### src/rtl/snoop_pkg.sv
// Shared definitions for the snooping bus: sequencer states, bus op encoding
// and the default processor count. Used by the arbiter, processor and bus blocks.
package snoop_pkg;

   typedef enum logic [2:0] {
      IDLE  = 3'd0,
      GRANT = 3'd1,
      SNOOP = 3'd2,
      MEM   = 3'd3,
      C2C   = 3'd4,
      DONE  = 3'd5
   } state_t;

   localparam logic OP_READ  = 1'b0;  // read miss
   localparam logic OP_WRITE = 1'b1;  // write miss / invalidate

   localparam int N_CPU_DEFAULT = 3;

endpackage

### src/rtl/rr_arbiter.sv
// Combinational round-robin picker: starting just after last_owner and
// wrapping around, returns the first requesting index. valid is low when
// nobody requests, in which case winner is 0 and must be ignored.
module rr_arbiter
   import snoop_pkg::*;
#(
   parameter int N_CPU = N_CPU_DEFAULT
) (
   input  logic [N_CPU-1:0] req,
   input  logic [1:0]       last_owner,
   output logic [1:0]       winner,
   output logic             valid
);

   logic found;

   // Two ascending scans: indices above last_owner first, then the wrap-around
   // part up to and including last_owner (lowest priority).
   always_comb begin
      winner = 2'd0;
      found  = 1'b0;
      for (int j = 0; j < N_CPU; j++) begin
         if (!found && req[j] && (2'(j) > last_owner)) begin
            winner = 2'(j);
            found  = 1'b1;
         end
      end
      for (int j = 0; j < N_CPU; j++) begin
         if (!found && req[j] && (2'(j) <= last_owner)) begin
            winner = 2'(j);
            found  = 1'b1;
         end
      end
      valid = |req;
   end

endmodule

### src/rtl/snoop_bus_arbiter.sv
// Snooping bus sequencer. Grants the bus round-robin to one CPU, lets the
// other caches snoop, then either runs a memory access or a cache-to-cache
// transfer (memory aborted), and ends with a one-cycle done pulse to the owner.
//
// req/gnt handshake: req is a level that is only looked at while the bus is
// idle; the cycle after a sampled req the winner sees gnt, and gnt stays high
// until the end of its done cycle. A req that disappears before it is
// sampled is never served; once granted, the transaction always completes
// regardless of req. Every output is decoded from registered state.
module snoop_bus_arbiter
   import snoop_pkg::*;
#(
   parameter int N_CPU   = N_CPU_DEFAULT,
   parameter int MEM_LAT = 2
) (
   input  logic             clock,
   input  logic             reset,
   input  logic [N_CPU-1:0] req,
   input  logic [N_CPU-1:0] req_op,
   input  logic [N_CPU-1:0] snoop_hit,
   output logic [N_CPU-1:0] gnt,
   output logic [N_CPU-1:0] snoop_en,
   output logic             bus_op,
   output logic [1:0]       owner,
   output logic             mem_start,
   output logic             mem_abort,
   output logic [N_CPU-1:0] done,
   output logic             busy
);

   localparam int            CW       = (MEM_LAT > 1) ? $clog2(MEM_LAT) : 1;
   localparam logic [CW-1:0] CNT_LOAD = CW'(MEM_LAT - 1);

   state_t           state_q, state_d;
   logic [1:0]       owner_q;
   logic [1:0]       last_owner_q;
   logic             bus_op_q;
   logic [CW-1:0]    cnt_q, cnt_d;

   logic [1:0]       pick;
   logic             pick_valid;
   logic             pick_op;
   logic [N_CPU-1:0] owner_mask;
   logic             hit;

   rr_arbiter #(.N_CPU(N_CPU)) u_rr (
      .req        (req),
      .last_owner (last_owner_q),
      .winner     (pick),
      .valid      (pick_valid)
   );

   // Owner one-hot mask, op bit of the candidate, and the snoop hit from the
   // non-owner caches only (the owner's own hit line is meaningless here).
   always_comb begin
      owner_mask = '0;
      pick_op    = OP_READ;
      for (int j = 0; j < N_CPU; j++) begin
         owner_mask[j] = (owner_q == 2'(j));
         if (pick == 2'(j)) begin
            pick_op = req_op[j];
         end
      end
      hit = |(snoop_hit & ~owner_mask);
   end

   // State register plus the transaction registers (owner, op, latency
   // counter, round-robin pointer). Reset puts priority back on CPU0.
   always_ff @(posedge clock or posedge reset) begin
      if (reset) begin
         state_q      <= IDLE;
         owner_q      <= 2'd0;
         last_owner_q <= 2'(N_CPU - 1);
         bus_op_q     <= OP_READ;
         cnt_q        <= '0;
      end else begin
         state_q <= state_d;
         cnt_q   <= cnt_d;
         if (state_q == IDLE && pick_valid) begin
            owner_q  <= pick;
            bus_op_q <= pick_op;
         end
         if (state_q == DONE) begin
            last_owner_q <= owner_q;
         end
      end
   end

   // Next-state and counter logic for the bus transaction sequence.
   always_comb begin
      state_d = state_q;
      cnt_d   = cnt_q;
      case (state_q)
         IDLE:  if (pick_valid) state_d = GRANT;
         GRANT: state_d = SNOOP;
         SNOOP: begin
            if (hit) begin
               state_d = C2C;
            end else begin
               state_d = MEM;
               cnt_d   = CNT_LOAD;
            end
         end
         MEM: begin
            if (cnt_q == '0) begin
               state_d = DONE;
            end else begin
               cnt_d = cnt_q - CW'(1);
            end
         end
         C2C:     state_d = DONE;
         DONE:    state_d = IDLE;
         default: state_d = IDLE;
      endcase
   end

   // Output decode from the registered state; the first MEM cycle is the one
   // where the counter still holds its load value.
   always_comb begin
      gnt       = '0;
      snoop_en  = '0;
      mem_start = 1'b0;
      mem_abort = 1'b0;
      done      = '0;
      busy      = (state_q != IDLE);
      case (state_q)
         GRANT, SNOOP: begin
            gnt      = owner_mask;
            snoop_en = ~owner_mask;
         end
         MEM: begin
            gnt       = owner_mask;
            mem_start = (cnt_q == CNT_LOAD);
         end
         C2C: begin
            gnt       = owner_mask;
            mem_abort = 1'b1;
         end
         DONE: begin
            gnt  = owner_mask;
            done = owner_mask;
         end
         default: ;
      endcase
   end

   assign owner  = owner_q;
   assign bus_op = bus_op_q;

endmodule
### config.mk
export PLATFORM = sky130hd
export DESIGN_NAME = snoop_bus_arbiter
export DESIGN_NICKNAME = d
export VERILOG_FILES = /design/src/rtl/snoop_pkg.sv /design/src/rtl/rr_arbiter.sv /design/src/rtl/snoop_bus_arbiter.sv
export SDC_FILE = /design/constraint.sdc
export NUM_CORES = 1
export LEC_CHECK = 0
export BUFFER_PORTS_ARGS = -buffer_cell sky130_fd_sc_hd__buf_2
export CORE_MARGIN = 2
export CORE_UTILIZATION = 35
export CTS_BUF_LIST = sky130_fd_sc_hd__clkbuf_8
export DETAILED_ROUTE_END_ITERATION = 6
export SYNTH_ARGS = -nofsm -noshare
export SYNTH_HDL_FRONTEND = slang
export SYNTH_SLANG_ARGS = --single-unit
### constraint.sdc
create_clock -name clock -period 2.4 [get_ports clock]
set_clock_uncertainty 0.2 [all_clocks]
set_input_delay 0.24 -clock clock [delete_from_list [all_inputs] [get_ports clock]]
set_output_delay 0.24 -clock clock [all_outputs]
set_load 0.005 [all_outputs]
==> out/summary.log, run 1 <==
INFO  status         status=completed
INFO  power_and_ir_drop cellLeakagePower=0.4014nW
INFO  detailed_routing dr_total_vias=621
INFO  detailed_routing vias_cell=5.263
INFO  finish         area_of_the_multi_input_gates=356.6um^2
INFO  place          dpl.cell_count=113
INFO  worst_setup_path cp_max_fo=11
INFO  worst_setup_path endpoint_kind=output pin
INFO  detailed_routing route.antenna.remaining_nets=0
INFO  worst_setup_path start_kind=flop
INFO  clock_tree     clock-root-buffer=sky130_fd_sc_hd__clkbuf_8
INFO  clock_tree     clkLatencyLatePin=0.23ns
INFO  clock_tree     cts_resized=0
INFO  finish         layout.area.seq=226.5um^2
INFO  finish         fin_nets=113
INFO  clock_tree     clkSlewWorstSetupHoldPaths=0.04ns
INFO  clock_tree     numCtsBuffers=3
INFO  yosys          post_synth_instance_area=618.1um^2
INFO  detailed_routing routed_wirelength=1.364mm
INFO  sta            finalSetupTns=0ns
INFO  yosys          synth-async-reset-ratio=100.0%
INFO  sta            max_freq=504.5MHz
INFO  detailed_routing firstDrtPassIters=4
INFO  place          place.port_buffers=25
INFO  min_path       worstHoldPathType=in -> reg
INFO  sta            tightestPinTransition=0.4150ns
INFO  yosys          proportion_of_synthesized_chip_area_in_sequential_cells=36.64%
INFO  clock_tree     cts.htree.levels=1
INFO  sta            grt_setup_unrepaired=false
INFO  worst_setup_path critical_path_class=reg -> out
INFO  sta            final.period_utilization=82.59%
INFO  power_and_ir_drop p_switching=0.4121mW
INFO  yosys          synthDominantCellAreaShare=32.39%
INFO  yosys          synth-edff-count=0
INFO  global_routing antenna_found_initial=0
INFO  yosys          most_instantiated_flip_flop_cell_in_the_synthesis_netlist=sky130_fd_sc_hd__dfrtp_1
INFO  yosys          postSynthCellCount=74
INFO  floorplanning  floorplan.initialDensity=36.59%
INFO  detailed_routing drc_errors=0
INFO  sta            final-max-slew-violation-count=0
INFO  finish         diodes=0
INFO  floorplanning  die_h=46.03um
INFO  yosys          area_leader_netlist=sky130_fd_sc_hd__dfrtp_1
INFO  power_and_ir_drop total_power_of_the_final_layout=0.9990mW
INFO  yosys          synthesized_net_count=85
INFO  global_routing grtUsageTotal=14.11%
INFO  floorplanning  design.core.area=1689um^2
INFO  global_routing gr-total-overflow=0
INFO  job            cap_violations=0
INFO  finish         layout-area-overhead-vs-synth=29.35%
INFO  detailed_routing routedWlPerCell=11.56um
INFO  place          final_wtd_congestion=0.7563
INFO  global_routing vias_in_the_first_global_route=492
INFO  yosys          synthTopCellsByArea=sky130_fd_sc_hd__dfrtp_1 (32%), sky130_fd_sc_hd__nor2_1 (6.1%), sky130_fd_sc_hd__o21ai_0 (5.7%)
INFO  global_routing grt_pass1_wl=2.070mm
INFO  clock_tree     cts_hold_buf=1
INFO  clock_tree     cts_setup_buffers=0
INFO  power_and_ir_drop max-vdd-ir-drop=0.0003973V
INFO  floorplanning  num_io_pins=26
INFO  place          dp_hpwl=1.089mm
INFO  power_and_ir_drop pwr-share-seq=35.1%
INFO  floorplanning  total_die_area=2118um^2
INFO  finish         instances_no_fill=118
INFO  yosys          synthTopCellsByCount=sky130_fd_sc_hd__nor2_1 (10), sky130_fd_sc_hd__dfrtp_1 (8), sky130_fd_sc_hd__o21ai_0 (7)
INFO  power_and_ir_drop p_per_area=1250nW/um^2
INFO  clock_tree     cts_buffer_depth=2
INFO  sta            report.final.hold_viol_count=0
INFO  power_and_ir_drop combinationalPowerShare=48.3%
INFO  yosys          syn_avg_cell_area=8.353um^2
INFO  power_and_ir_drop sw_frac_of_total=41.25%
INFO  floorplanning  fp-row-count=15
INFO  worst_setup_path worst-endpoint-arrival=1.54ns
INFO  yosys          synth_cell_types=33
INFO  finish         drive_gt1_share=34.65%
INFO  global_routing grt_max_degree=12
INFO  worst_setup_path worst_ep_required_time=1.96ns
INFO  sta            slew_headroom=72.09%
INFO  finish         num-fill-cells=167
INFO  clock_tree     tritoncts_num_sinks=9
INFO  finish         final_core_utilization=47.33%
INFO  clock_tree     tritoncts=built
INFO  sta            layout_min_cycle_time=1.982ns
INFO  yosys          synth_seq_cells=9
INFO  yosys          synth-warning-count=0
INFO  floorplanning  die-width=46.03um
INFO  sta            setup_viol=0
INFO  power_and_ir_drop intPower=0.5869mW
INFO  yosys          synth_most_common_cell=sky130_fd_sc_hd__nor2_1
INFO  detailed_routing drt_iter0_markers=16
INFO  power_and_ir_drop clock_power_share=16.6%
==> sequential cells by signal, summed over array words and instances, names as in the netlist <==
| signal | cells |
|---|---|
| state_q | 3 |
| last_owner_q | 2 |
| owner | 2 |
| bus_op | 1 |
| cnt_q | 1 |
==> worst max-delay path, stage by stage (launching register included) <==
cell	delay [ns]
sky130_fd_sc_hd__dfrtp_1	0.48
sky130_fd_sc_hd__nor3_1	0.37
sky130_fd_sc_hd__inv_1	0.14
sky130_fd_sc_hd__nand2_1	0.13
sky130_fd_sc_hd__nor3_1	0.05
sky130_fd_sc_hd__buf_2	0.14
==> path summary, 6_finish.rpt <==
check / from / end / slack (ns) / depth (start not counted)
max: state_q[2] / gnt[0] / 0.42 / 5
min: req[1] / owner[0] / 0.10 / 3
max reg2reg: owner[0] / state_q[0] / 0.75 / 4
min reg2reg: bus_op / bus_op / 0.30 / 1
max in group asynchronous: reset / last_owner_q[1] / 1.38 / 3
min in group asynchronous: reset / last_owner_q[0] / 0.32 / 3
==> metal layers <==
layer | vias to the layer above | GRT usage [%] | part of all wire (%)
li1 | 316 | - | -
met1 | 280 | 18.25 | 47
met2 | 23 | 20.83 | 47
met3 | 2 | 3.571 | 5.4
met4 | 0 | 8.571 | 0.95
met5 | - | 0 | 0
==> stage by stage <==
stage | hold slack (ns) | setup slack, ns | cell area, um^2
final | 0.1049 | 0.4178 | 799.5
after global routing | 0.1205 | 0.3206 | 799.5
after CTS | 0.09911 | 0.4308 | 799.5
after detailed placement | 0.02632 | 0.6681 | 744.5
after global placement | 0.02186 | 0.6871 | 744.5
after floorplan | -0.1328 | 0.8717 | 618.1
==> cell families after synthesis <==
logic type             Yosys count  synth area share (%)
flip-flops                       9                 36.64
AND/OR/NAND/NOR                 35                 30.57
multiplexers                     2                 3.643
AO/OA/AOI/OAI                   21                 23.48
buffers and inverters            7                 5.666
==> cells in the final DEF, fill, tap and decap left out <==
cell | Yosys | routed
sky130_fd_sc_hd__nor3_1 | 4 | 4
sky130_fd_sc_hd__nand2b_4 | 1 | 1
sky130_fd_sc_hd__a2bb2oi_1 | 1 | 1
sky130_fd_sc_hd__a32o_1 | 1 | 1
sky130_fd_sc_hd__and2b_1 | 1 | 1
sky130_fd_sc_hd__nor2_1 | 10 | 10
sky130_fd_sc_hd__a21o_1 | 1 | 1
sky130_fd_sc_hd__nor4_1 | 1 | 1
sky130_fd_sc_hd__and3_1 | 1 | 1
sky130_fd_sc_hd__nand3b_1 | 2 | 2
sky130_fd_sc_hd__nand2_1 | 5 | 5
sky130_fd_sc_hd__nor3b_1 | 1 | 1
sky130_fd_sc_hd__o21bai_1 | 1 | 1
sky130_fd_sc_hd__clkbuf_8 | 0 | 3
sky130_fd_sc_hd__dfstp_2 | 1 | 1
sky130_fd_sc_hd__buf_2 | 1 | 25
sky130_fd_sc_hd__a2111oi_2 | 1 | 1
sky130_fd_sc_hd__nand2b_1 | 1 | 1
sky130_fd_sc_hd__o31ai_1 | 1 | 1
sky130_fd_sc_hd__inv_1 | 4 | 5
sky130_fd_sc_hd__or3_1 | 1 | 1
sky130_fd_sc_hd__nor2b_1 | 4 | 4
sky130_fd_sc_hd__a21oi_1 | 4 | 4
sky130_fd_sc_hd__nand3_1 | 1 | 1
sky130_fd_sc_hd__or2b_1 | 1 | 1
sky130_fd_sc_hd__dlygate4sd3_1 | 0 | 1
sky130_fd_sc_hd__mux2_2 | 2 | 2
sky130_fd_sc_hd__o21ai_0 | 7 | 7
sky130_fd_sc_hd__dfrtp_1 | 8 | 8
sky130_fd_sc_hd__o22ai_1 | 1 | 1
sky130_fd_sc_hd__a22oi_1 | 2 | 2
sky130_fd_sc_hd__or2_2 | 1 | 1
sky130_fd_sc_hd__a211oi_2 | 1 | 1
==> area by class of cell <==
class / count / area share, %
clock buffers: 3 / 5.164
inverters: 4 / 1.878
multi-input cells: 58 / 44.60
flip-flops and latches: 9 / 28.33
well taps: 17 / 2.660
repair buffers: 26 / 16.90
clock inverters: 1 / 0.4695
==> power by group through the flow <==
stage	Sequential, mW	Combinational (mW)	Clock, mW
after CTS	0.349	0.490	0.174
final	0.351	0.483	0.166
after global routing	0.370	0.544	0.181
after global placement	0.350	0.489	0
after floorplan	0.292	0.382	0
after detailed placement	0.352	0.487	0
Note: power is estimated with default switching activity, not from simulation.
==> run 2: changes to the inputs <==
==> constraint.sdc (replaced) <==
create_clock -name clock -period 1.7 [get_ports clock]
set_clock_uncertainty 0.2 [all_clocks]
set_input_delay 0.17 -clock clock [delete_from_list [all_inputs] [get_ports clock]]
set_output_delay 0.17 -clock clock [all_outputs]
set_load 0.005 [all_outputs]
==> out/summary.log, run 2 (same netlist as run 1, synthesis figures left out) <==
INFO  sta            layout_min_cycle_time=1.639ns
INFO  detailed_routing route.antenna.remaining_nets=0 [unchanged]
INFO  detailed_routing drt_iter0_markers=5 [-11]
INFO  status         status=completed
INFO  global_routing grt_pass1_wl=2.497mm [+21%]
INFO  worst_setup_path worstPathCellList=buf_4, or2b_1, nor2b_1, buf_2
INFO  floorplanning  fp-row-count=15 [unchanged]
INFO  sta            setup_viol=0 [unchanged]
INFO  floorplanning  num_io_pins=26 [unchanged]
INFO  worst_setup_path r2r_end=state_q[0]
INFO  finish         mostFrequentLayoutCell=sky130_fd_sc_hd__buf_2
INFO  worst_setup_path critical_path_class=reg -> out
INFO  sta            final-max-slew-violation-count=0 [unchanged]
INFO  detailed_routing drc_errors=0 [unchanged]
INFO  worst_setup_path cp_max_fo=7 [-4]
INFO  floorplanning  design.core.area=1689um^2 [unchanged]
INFO  finish         fin_nets=120 [+6.2%]
INFO  worst_setup_path worstPathBufferInverterCount=2 [unchanged]
INFO  worst_setup_path endpoint_kind=output pin
INFO  min_path       worstHoldPathCells=3 [unchanged]
INFO  sta            grt_setup_unrepaired=false
INFO  worst_setup_path worst_path_max_delay_cell=sky130_fd_sc_hd__dfrtp_2
INFO  finish         final_core_utilization=52.15% [+4.8 points]
INFO  power_and_ir_drop max-vdd-ir-drop=0.0008892V [+120%]
INFO  clock_tree     cts_buffer_depth=2 [unchanged]
INFO  finish         layout-area-overhead-vs-synth=42.51%
INFO  sta            slew_headroom=72.51% [+0.41 points]
INFO  clock_tree     tritoncts=built
INFO  worst_setup_path worst_setup_path_startpoint=owner[1]
INFO  detailed_routing vias_cell=5.192 [-1.3%]
INFO  power_and_ir_drop p_per_area=1834nW/um^2 [+47%]
INFO  floorplanning  die-width=46.03um [unchanged]
INFO  place          placement.cell_area=782.0um^2 [+5.0%]
INFO  power_and_ir_drop cellLeakagePower=0.4371nW [+8.9%]
INFO  clock_tree     numCtsBuffers=3 [unchanged]
INFO  floorplanning  floorplan.initialDensity=36.59% [unchanged]
INFO  worst_setup_path cpPeakStageDelay=0.40ns [-0.08 ns]
INFO  sta            finalSetupTns=0ns [unchanged]
INFO  floorplanning  total_die_area=2118um^2 [unchanged]
INFO  worst_setup_path worst-endpoint-arrival=1.27ns [-0.27 ns]
INFO  sta            final.period_utilization=96.41%
INFO  clock_tree     clkSlewWorstSetupHoldPaths=0.05ns [about the same]
INFO  clock_tree     tritoncts_num_sinks=9 [unchanged]
INFO  sta            tightestPinTransition=0.4089ns [-0.006147 ns]
INFO  worst_setup_path worst_ep_required_time=1.33ns [-0.63 ns]
INFO  min_path       worstHoldEndpoint=owner[0]
INFO  min_path       hold_path.startpoint=req[1]
INFO  detailed_routing firstDrtPassIters=4 [unchanged]
INFO  sta            timing.hold.ws=0.05534ns [-0.04958 ns]
INFO  place          dp_hpwl=1.247mm [+14%]
INFO  sta            report.final.hold_viol_count=0 [unchanged]
INFO  finish         drive_gt1_share=48.15% [+13 points]
INFO  worst_setup_path worst_r2r_startpoint=owner[1]
INFO  global_routing antenna_found_initial=0 [unchanged]
INFO  global_routing grt_max_degree=11 [-1]
INFO  sta            max_freq=610.1MHz
INFO  power_and_ir_drop total_power_of_the_final_layout=1.615mW [+62%]
INFO  global_routing gr-total-overflow=0 [unchanged]
INFO  clock_tree     cts.htree.levels=1 [unchanged]
INFO  place          final_wtd_congestion=0.8101 [+7.1%]
INFO  finish         diodes=0 [unchanged]
INFO  global_routing vias_in_the_first_global_route=579 [+18%]
INFO  min_path       worstHoldPathType=in -> reg
INFO  worst_setup_path r2r.worst_path.cells=5 [+1]
INFO  detailed_routing dr_total_vias=649 [+4.5%]
INFO  clock_tree     clock-root-buffer=sky130_fd_sc_hd__clkbuf_8
INFO  worst_setup_path regToRegSetupSlack=0.14ns [-0.61 ns]
INFO  worst_setup_path critical_path.top_delay_family=flip-flops
INFO  floorplanning  die_h=46.03um [unchanged]
INFO  finish         design_area=880.8um^2 [+10%]
INFO  worst_setup_path start_kind=flop
INFO  finish         register_with_the_most_flip_flops=state_q
INFO  detailed_routing routedWlPerCell=12.63um [+9.3%]
INFO  place          place.port_buffers=25 [unchanged]
INFO  finish         layout.cells.most_common_list=sky130_fd_sc_hd__buf_2 (25), sky130_fd_sc_hd__nor2_1 (9), sky130_fd_sc_hd__o21ai_0 (7), sky130_fd_sc_hd__buf_4 (7), sky130_fd_sc_hd__dfrtp_1 (5)
INFO  job            cap_violations=0 [unchanged]
INFO  finish         largest_reg_flops=3 [unchanged]
INFO  global_routing grtUsageTotal=16.49% [+2.4 points]
INFO  detailed_routing routed_wirelength=1.579mm [+16%]
INFO  clock_tree     clkLatencyLatePin=0.23ns [about the same]
-- run 2: where the power goes --
part           total, mW  internal [mW]  switching (mW)
logic              0.948          0.470           0.478
clock network      0.238          0.157          0.0809
registers          0.430          0.333          0.0972
-- run 2: area by class of cell --
type                            count  area (um^2)
Tap cell                           17        21.27
Clock buffer                        3        41.29
Timing Repair Buffer               33        187.7
Clock inverter                      1        3.754
Inverter                            4        15.01
Multi-Input combinational cell     58        381.6
Sequential cell                     9        230.2
Fill cell                         171        808.3
-- run 2: worst min-delay path, cell delays in order --
cell	delay, ns
sky130_fd_sc_hd__buf_2	0.14
sky130_fd_sc_hd__nand3_1	0.08
sky130_fd_sc_hd__nand2_1	0.05
-- run 2: through the flow --
step           cells  worst slack, ns
2_1_floorplan     74           0.1717
4_1_cts          125          0.03076
3_3_place_gp     118           0.1598
3_5_place_dp     118           0.1590
6_report         125          0.06099
5_1_grt          125         0.007855
-- run 2: worst max path at each step --
stage	to	cells after the start
floorplan	state_q[0]	5
global placement	gnt[1]	5
detailed placement	gnt[1]	5
CTS	gnt[1]	5
global route	done[0]	4
finish	snoop_en[1]	4
-- run 2: timing repair --
item,in CTS,in global routing
pin swaps,0,1
gates cloned,0,0
buffers inserted,2,0
hold endpoints to repair,8,0
setup endpoints to repair,4,9
resized for setup,2,9
hold buffers,1,0
-- run 2: layer usage --
layer	track usage (%)	wire length, um	up-vias
met3	4.365	82	0
met1	21.03	737	298
met4	3.429	0	0
met5	0	0	-
met2	27.78	759	20
li1	-	-	331
==> run 3: changes to the inputs <==
--- a/config.mk
+++ b/config.mk
@@ -5,6 +5,7 @@
 export SDC_FILE = /design/constraint.sdc
 export NUM_CORES = 1
 export LEC_CHECK = 0
+export ABC_AREA = 1
 export BUFFER_PORTS_ARGS = -buffer_cell sky130_fd_sc_hd__buf_2
 export CORE_MARGIN = 2
 export CORE_UTILIZATION = 35
==> out/summary.log, run 3 <==
INFO  global_routing grt_pass1_wl=2.180mm [-13%]
INFO  job            cap_violations=0 [unchanged]
INFO  finish         design_area=840.8um^2 [-4.5%]
INFO  worst_setup_path cpPeakStageDelay=0.44ns [+0.04 ns]
INFO  global_routing antenna_found_initial=0 [unchanged]
INFO  sta            max_freq=609.1MHz [-0.17%]
INFO  yosys          synthTopCellsByCount=sky130_fd_sc_hd__nand2_1 (26), sky130_fd_sc_hd__inv_1 (12), sky130_fd_sc_hd__nor2_1 (11)
INFO  clock_tree     cts_buffer_depth=2 [unchanged]
INFO  worst_setup_path regToRegSetupSlack=0.27ns [+0.13 ns]
INFO  sta            setup_viol=0 [unchanged]
INFO  yosys          synth-edff-count=0 [unchanged]
INFO  place          final_wtd_congestion=0.7681 [-5.2%]
INFO  finish         largest_reg_flops=3 [unchanged]
INFO  clock_tree     numCtsBuffers=3 [unchanged]
INFO  sta            tightestPinTransition=0.3544ns [-0.05452 ns]
INFO  sta            finalSetupTns=0ns [unchanged]
INFO  global_routing grtUsageTotal=15.21% [-1.3 points]
INFO  yosys          postSynthCellCount=90 [+22%]
INFO  clock_tree     clkSlewWorstSetupHoldPaths=0.04ns [about the same]
INFO  power_and_ir_drop total_power_of_the_final_layout=1.444mW [-11%]
INFO  floorplanning  die-width=46.32um [+0.64%]
INFO  finish         fin_nets=132 [+10%]
INFO  clock_tree     clock-root-buffer=sky130_fd_sc_hd__clkbuf_8
INFO  global_routing grt_max_degree=10 [-1]
INFO  sta            report.final.hold_viol_count=0 [unchanged]
INFO  yosys          post_synth_instance_area=626.9um^2 [+1.4%]
INFO  sta            final.period_utilization=96.57% [+0.16 points]
INFO  sta            layout_setup_ws=0.05826ns [-0.002726 ns]
INFO  clock_tree     cts.htree.levels=1 [unchanged]
INFO  worst_setup_path worst-endpoint-arrival=1.27ns [about the same]
INFO  floorplanning  num_io_pins=26 [unchanged]
INFO  sta            final-max-slew-violation-count=0 [unchanged]
INFO  yosys          synthesized_net_count=101 [+19%]
INFO  min_path       worstHoldPathType=in -> reg
INFO  place          dp_hpwl=1.113mm [-11%]
INFO  detailed_routing routed_wirelength=1.376mm [-13%]
INFO  worst_setup_path endpoint_kind=output pin
INFO  detailed_routing dr_total_vias=627 [-3.4%]
INFO  finish         mostFrequentLayoutCell=sky130_fd_sc_hd__nand2_1
INFO  worst_setup_path start_kind=flop
INFO  sta            slew_headroom=76.35% [+3.8 points]
INFO  worst_setup_path worst_ep_required_time=1.33ns [about the same]
INFO  floorplanning  total_die_area=2146um^2 [+1.3%]
INFO  power_and_ir_drop cellLeakagePower=0.4783nW [+9.4%]
INFO  power_and_ir_drop max-vdd-ir-drop=0.0008126V [-8.6%]
INFO  floorplanning  fp-row-count=15 [unchanged]
INFO  clock_tree     tritoncts=built
INFO  worst_setup_path critical_path.top_delay_family=flip-flops
INFO  worst_setup_path critical_path_class=reg -> out
INFO  yosys          synth_seq_cells=9 [unchanged]
INFO  yosys          syn_avg_cell_area=6.965um^2 [-17%]
INFO  worst_setup_path worst_path_max_delay_cell=sky130_fd_sc_hd__dfrtp_2
INFO  yosys          synthTopCellsByArea=sky130_fd_sc_hd__dfrtp_1 (32%), sky130_fd_sc_hd__nand2_1 (16%), sky130_fd_sc_hd__inv_1 (7.2%)
INFO  yosys          synthDominantCellAreaShare=31.94% [-0.45 points]
INFO  detailed_routing wl_met1=695um [-5.7%]
INFO  yosys          synth_cell_types=18 [-45%]
INFO  worst_setup_path worstPathBufferInverterCount=2 [unchanged]
INFO  clock_tree     tritoncts_num_sinks=9 [unchanged]
INFO  floorplanning  floorplan.initialDensity=36.70% [+0.11 points]
INFO  detailed_routing vias_cell=4.324 [-17%]
INFO  sta            grt_setup_unrepaired=true
INFO  power_and_ir_drop p_per_area=1717nW/um^2 [-6.4%]
INFO  yosys          area_leader_netlist=sky130_fd_sc_hd__dfrtp_1
INFO  yosys          proportion_of_synthesized_chip_area_in_sequential_cells=36.13% [-0.51 points]
INFO  floorplanning  design.core.area=1708um^2 [+1.1%]
INFO  detailed_routing routedWlPerCell=9.490um [-25%]
INFO  global_routing vias_in_the_first_global_route=520 [-10%]
INFO  worst_setup_path cp_max_fo=6 [-1]
INFO  finish         drive_gt1_share=36.67% [-11 points]
INFO  place          placement.cell_area=783.3um^2 [+0.16%]
INFO  yosys          most_instantiated_flip_flop_cell_in_the_synthesis_netlist=sky130_fd_sc_hd__dfrtp_1
INFO  yosys          synth_most_common_cell=sky130_fd_sc_hd__nand2_1
INFO  finish         num-fill-cells=166 [-2.9%]
INFO  yosys          synth-async-reset-ratio=100.0% [unchanged]
INFO  clock_tree     clkLatencyLatePin=0.23ns [about the same]
INFO  detailed_routing route.antenna.remaining_nets=0 [unchanged]
INFO  detailed_routing drt_iter0_markers=11 [+6]
INFO  detailed_routing routed.top_layer=met4
INFO  floorplanning  die_h=46.32um [+0.64%]
INFO  sta            layout_min_cycle_time=1.642ns [+0.002726 ns]
INFO  clock_tree     cts_setup_buffers=0 [-2]
INFO  place          place.port_buffers=25 [unchanged]
INFO  global_routing gr-total-overflow=0 [unchanged]
INFO  place          place_ws=0.2722ns [+0.1133 ns]
INFO  status         status=completed
INFO  detailed_routing routed_length_on_met3=88um [+7.3%]
INFO  detailed_routing firstDrtPassIters=3 [-1]
INFO  finish         register_with_the_most_flip_flops=state_q
INFO  finish         layout-area-overhead-vs-synth=34.13%
INFO  worst_setup_path worstPathCellList=nor2_2, inv_2, a21oi_1, nor2_1, buf_2
INFO  finish         layout.cells.most_common_list=sky130_fd_sc_hd__nand2_1 (26), sky130_fd_sc_hd__buf_2 (25), sky130_fd_sc_hd__inv_1 (13)
INFO  detailed_routing drc_errors=0 [unchanged]
INFO  detailed_routing wire_length_on_met2=574um [-24%]
INFO  yosys          synth-warning-count=0 [unchanged]
INFO  finish         diodes=0 [unchanged]
INFO  sta            timing.hold.ws=0.09988ns [+0.04454 ns]
==> run 3: changes by cell type in the layout (fill, tap and decap cells not counted), sizes merged, moves of 3 or more <==
cell	previous run	this run
buf	32	25
nor3	4	1
nand2	5	26
inv	5	17
nand3	1	9
nor2b	4	0
nor2	10	16
==> run 3: worst paths after layout <==
kind	from	endpoint	cells past startpoint
max	state_q[0]	gnt[1]	5
min	req_op[2]	bus_op	5
max reg2reg	last_owner_q[1]	bus_op	7
min reg2reg	bus_op	bus_op	2
max in group asynchronous	reset	last_owner_q[1]	3
min in group asynchronous	reset	owner[0]	3
==> run 3: worst reg2reg max path, delay by kind of cell, from the launching register on <==
family / cells / cell delay (ns)
AND/OR/NAND/NOR: 7 / 0.57
flip-flops: 1 / 0.55
==> run 3: layout make-up <==
cell class,count,area [um^2],share of cell area [%]
clock inverter,1,3.754,0.4464
timing repair buffer,26,135.1,16.07
inverter,16,60.06,7.143
clock buffer,3,41.29,4.911
multi-input combinational,65,340.3,40.48
tap,25,31.28,3.720
sequential,9,229.0,27.23
==> run 3: what timing repair did <==
item / in CTS / in global routing
resized for setup: 0 / 2
endpoints found under the hold margin: 9 / 0
setup endpoints to repair: 0 / 9
hold buffers: 1 / 0
==> run 3: metrics by stage <==
step / cells / util [%]
after floorplan: 90 / -
after global placement: 140 / 45.86
after detailed placement: 140 / 45.86
after CTS: 145 / 49.08
after global routing: 145 / 49.23
final: 145 / 49.23
==> run 3: cell families (layout without fill, tap and decap cells) <==
family,Yosys count,in the layout,share of synthesized area [%]
AOI/OAI and AO/OA,11,11,10.38
buffers and inverters,16,46,9.580
DFF,9,9,36.13
and+or+nand+nor,54,54,43.91
==> run 3: where the power goes <==
part	total (mW)	switching (mW)	leakage, nW	internal [mW]
Clock	0.237	0.0801	0.0269	0.157
Sequential	0.428	0.104	0.109	0.324
Combinational	0.779	0.463	0.343	0.316
Total	1.44	0.647	0.478	0.796
==> run 3: layer usage <==
metal	vias up	GRT usage [%]
met5	-	0
met4	0	8.571
met3	2	5.882
met2	22	22.22
met1	264	18.98
li1	339	-
